### config.mk
export PLATFORM = sky130hd
export DESIGN_NAME = branch_predict_ctrl
export DESIGN_NICKNAME = d
export VERILOG_FILES = /design/src/rtl/branch_predict_ctrl.sv
export SDC_FILE = /design/constraint.sdc
export NUM_CORES = 1
export LEC_CHECK = 0
export CORE_MARGIN = 4
export CORE_UTILIZATION = 47
export CTS_CLUSTER_DIAMETER = 60
export CTS_CLUSTER_SIZE = 30
export DETAILED_ROUTE_END_ITERATION = 10
export GPL_TIMING_DRIVEN = 0
export PLACE_DENSITY = 0.81
export SETUP_SLACK_MARGIN = 0.05
export SLEW_MARGIN = 40
export SYNTH_ARGS = -nofsm -noshare
export SYNTH_HDL_FRONTEND = slang
export SYNTH_SLANG_ARGS = --single-unit
### constraint.sdc
create_clock -name clk -period 3.6 [get_ports clk]
set_input_delay 0.54 -clock clk [delete_from_list [all_inputs] [get_ports clk]]
set_output_delay 0.54 -clock clk [all_outputs]
set_load 0.01 [all_outputs]
### src/rtl/branch_predict_ctrl.sv
// Branch predictor (2-bit saturating BHT) and EX-stage resolution sequencer.
// Mispredicts raise a one-cycle redirect and hold flush for a fixed number of advancing cycles.
module branch_predict_ctrl #(
    parameter int unsigned N            = 32,
    parameter int unsigned BHT_IDX      = 4,
    parameter int unsigned FLUSH_CYCLES = 2,
    parameter int unsigned CNT_W        = 16
) (
    input  logic             clk,
    input  logic             rst,
    input  logic [N-1:0]     if_pc,
    input  logic             if_is_branch,
    output logic             pred_taken,
    input  logic             ex_valid,
    input  logic             ex_is_branch,
    input  logic [N-1:0]     ex_pc,
    input  logic             ex_pred_taken,
    input  logic             ex_taken,
    input  logic [N-1:0]     ex_target,
    input  logic             stall,
    output logic             redirect,
    output logic [N-1:0]     redirect_pc,
    output logic             flush,
    output logic             busy,
    output logic [CNT_W-1:0] branch_cnt,
    output logic [CNT_W-1:0] mispredict_cnt
);

    localparam int unsigned Entries = 2 ** BHT_IDX;
    localparam int unsigned RemW    = $clog2(FLUSH_CYCLES + 1);

    typedef enum logic [0:0] {StIdle, StFlush} state_e;

    state_e            state_q, state_d;
    logic [RemW-1:0]   rem_q, rem_d;
    logic [1:0]        bht [Entries];
    logic [BHT_IDX-1:0] if_idx, ex_idx;
    logic              resolve, mispredict;
    logic [1:0]        ctr_old, ctr_new;

    assign if_idx = if_pc[BHT_IDX+1:2];
    assign ex_idx = ex_pc[BHT_IDX+1:2];

    // Read is the registered value: a same-cycle write is not bypassed.
    assign pred_taken = if_is_branch & bht[if_idx][1];

    assign resolve    = ex_valid & ex_is_branch & ~stall & (state_q == StIdle);
    assign mispredict = resolve & (ex_taken != ex_pred_taken);

    always_comb begin
        ctr_old = bht[ex_idx];
        ctr_new = ctr_old;
        if (ex_taken) begin
            if (ctr_old != 2'b11) ctr_new = ctr_old + 2'b01;
        end else begin
            if (ctr_old != 2'b00) ctr_new = ctr_old - 2'b01;
        end
    end

    always_ff @(posedge clk or posedge rst) begin
        if (rst) begin
            for (int i = 0; i < Entries; i++) bht[i] <= 2'b01;
        end else if (resolve) begin
            bht[ex_idx] <= ctr_new;
        end
    end

    always_ff @(posedge clk or posedge rst) begin
        if (rst) begin
            redirect       <= 1'b0;
            redirect_pc    <= '0;
            branch_cnt     <= '0;
            mispredict_cnt <= '0;
        end else begin
            redirect <= mispredict;
            if (resolve) branch_cnt <= branch_cnt + CNT_W'(1);
            if (mispredict) begin
                mispredict_cnt <= mispredict_cnt + CNT_W'(1);
                redirect_pc    <= ex_taken ? ex_target : ex_pc + N'(4);
            end
        end
    end

    always_ff @(posedge clk or posedge rst) begin
        if (rst) begin
            state_q <= StIdle;
            rem_q   <= '0;
        end else begin
            state_q <= state_d;
            rem_q   <= rem_d;
        end
    end

    always_comb begin
        state_d = state_q;
        rem_d   = rem_q;
        flush   = 1'b0;
        busy    = 1'b0;
        unique case (state_q)
            StIdle: begin
                if (mispredict) begin
                    state_d = StFlush;
                    rem_d   = RemW'(FLUSH_CYCLES);
                end
            end
            StFlush: begin
                flush = 1'b1;
                busy  = 1'b1;
                // Stall freezes the countdown so the flush stretches with the pipeline.
                if (!stall) begin
                    if (rem_q == RemW'(1)) begin
                        state_d = StIdle;
                        rem_d   = '0;
                    end else begin
                        rem_d = rem_q - RemW'(1);
                    end
                end
            end
            default: state_d = StIdle;
        endcase
    end

endmodule

==> results.cfg <==
[outcome]
outcome = finished clean

[clocking]
clkSinkCount = 100
numCtsBuffers = 9
clkTransAtPathRegs_ps = 70
cts_max_path_buffers = 2
cts_tree = yes
ctsHoldBuffers = 0
cts_root_buffer = clkbuf_16
cts_resized = 0
cts_setup_buffers = 0
cts-htree-levels = 3
clock_latency_ps = 340

[worst_setup_path]
crit_chain = clkdlybuf4s50_1 > mux4_2 > mux4_2 > and2_1 > clkdlybuf4s50_1
critPathLaunchType = primary input
cp.required_ps = 3060
cp_max_fo = 4
cp_num_buf_inv = 2
cp_slowest_cell = clkdlybuf4s50_1
path_delay_family = buffers and inverters
arrival_ps = 2880
cpPeakStageDelay_ps = 640
critPathKind = in -> out
end_kind = output pin

[timing]
finalCritPeriodShare_pct = 95.0
hold_viol = 0
timing.slew.headroom_pct = 50.9
maxSlewViolCount = 0
worstMarginPinSlew_ps = 737
rsz0062_at_grt = false
fmax_mhz = 292
setup_slack_ps = 181
skew_ps = 8.88
layout_min_cycle_time_ps = 3420
fin_setup_tns_ps = 0
finalSetupViolations = 0

[detailed_routing]
wire_per_inst_um = 18.6
via_per_inst = 5.82
drc_errors = 0
drt_iter0_markers = 326
drt-pass1-iter-count = 6
ant_nets = 0
dr_total_vias = 4793
wirelength_mm = 15.3

[power]
irDropWorstVdd_uv = 336
p_sw_mw = 1.10
intPower_mw = 2.64
pwr-share-seq_pct = 42.1
leakagePower_nw = 3.22
p_comb_share_pct = 30.9
cellPowerDensity_mw_per_mm2 = 504
power_mw = 3.74
clockPowerShare_pct = 27.0
p_sw_share_pct = 29.3

[placed_design]
placed_area_mm2 = 0.00711
gp_congestion = 0.896
pre_cts_slack_ps = 160
hpwl_mm = 11.6
portBuffers = 141

[global_route]
grt_pass1_wl_mm = 24.3
grt_max_degree = 68
overflow = 0
grt_pass1_vias = 4820
grt_antenna_before_repair = 0
grt_use_total_pct = 23.0

[run]
drv_cap = 0

[synth]
ys_async_sr_fraction_pct = 100
synth-seq-cells = 100
synth_fp_nets = 633
synth_flop_cell = dfrtp_1
synth_top_area_share_pct = 38.3
netlist_area_mm2 = 0.00549
yosysWarnings = 0
yosys.cell_count.top_type = dfrtp_1
synth_enable_flop_cells = 0
synth_top_cells_by_area = dfrtp_1 (38%), dfstp_2 (7.7%), mux2_2 (7.2%)
postSynthAreaPerCell_um2 = 10.5
postSynthCellCount = 522
yosysTopAreaCell = dfrtp_1
ys_top_cells_by_count = dfrtp_1 (84), nand2_1 (57), nand3_1 (40)
synth.distinct_cells = 44
ys_seq_area_share_pct = 46.0

[finish]
multi_input_area_mm2 = 0.00279
stdcell_area_mm2 = 0.00742
nFillCells = 915
antenna_cells = 0
drive_above_1_share_pct = 12.2
final_net_count = 786
area_delta_synth_final_pct = 35.4
finish.utilization_pct = 65.0
register_area_mm2 = 0.00252

[floorplanning]
num_rows = 39
die_h_um = 116
io_pins = 172
dieArea_mm2 = 0.0135
coreArea_mm2 = 0.0114
start_util_pct = 48.0
die_w_um = 116

[hold_path]
hp-class = reg -> reg
[flip-flops by register name, summed over array words and instances, names as in the netlist]
signal	count
bht	32
redirect	1
state_q	1
redirect_pc	32
branch_cnt	16
mispredict_cnt	16
rem_q	2
[logic make-up (layout without fill, tap and decap cells)]
kind of cell,count (synthesis),after routing,share of synthesized area (%)
compound gates,66,66,6.98
xor+xnor,45,45,7.19
fa+ha+maj,7,7,1.60
buf+inv,38,196,3.10
flops,100,100,46.0
mux,65,65,16.2
simple gates,201,201,19.0
[cell usage in the layout (no fill, tap or decap), types with 8 or more instances in the layout]
cell type | Yosys | layout
nor2_1 | 17 | 17
nor3_1 | 13 | 13
dfrtp_1 | 84 | 84
a21oi_1 | 14 | 14
nand3_1 | 40 | 40
and3_1 | 18 | 18
clkdlybuf4s50_1 | 0 | 141
xnor2_1 | 29 | 29
clkbuf_1 | 17 | 18
clkbuf_16 | 0 | 9
mux2i_1 | 16 | 16
nand2_1 | 57 | 57
and4_1 | 8 | 8
o21ai_0 | 34 | 34
xor2_1 | 16 | 16
inv_1 | 10 | 9
mux2_2 | 35 | 35
dfstp_2 | 16 | 16
nand4_1 | 23 | 23
[cell type report]
class                   instances  area share (%)
multi-input cells             384            37.6
flip-flops and latches        100            34.0
repair buffers                142            19.4
clock buffers                  13            3.64
well taps                     143            2.41
plain buffers                  27            1.74
inverters                      11           0.657
clock inverters                 3           0.590
[per-stage QoR]
stage,hold WS [ps],cells
after CTS,476,823
final,471,823
after global placement,461,806
after floorplan,465,522
after global routing,511,823
after detailed placement,467,807
[routing by layer]
metal / track usage (%) / wire (um) / up-vias
met5: 0 / 0 / -
met4: 7.73 / 344 / 0
met3: 4.80 / 1110 / 31
met2: 38.9 / 7660 / 216
met1: 29.7 / 6190 / 2331
li1: - / - / 2215
[worst paths after layout]
path,cells past startpoint,to,startpoint,slack (ps)
min in group asynchronous,2,mispredict_cnt[6],rst,550
worst max-delay path,5,pred_taken,if_pc[2],180
worst max register to register,7,redirect_pc[19],state_q,970
worst min-delay path,1,mispredict_cnt[15],mispredict_cnt[15],470
worst min register to register,1,mispredict_cnt[15],mispredict_cnt[15],470
max in group asynchronous,3,bht[26],rst,2390
[power by group through the flow]
stage               Sequential [mW]  Clock (mW)  Combinational [mW]
finish                         1.57        1.01                1.16
global route                   1.61        1.08                1.25
CTS                            1.57        1.03                1.17
detailed placement             1.59           0                1.16
global placement               1.58           0                1.12
floorplan                      1.66           0               0.385
[worst register-to-register path: stages (launching register included)]
cell	delay, ps
dfrtp_1	440
nor4bb_1	360
clkbuf_1	390
nand2_1	290
inv_1	250
clkbuf_1	430
o21ai_0	190
o21ai_0	190
No activity file was read; power rests on OpenSTA's default activity.
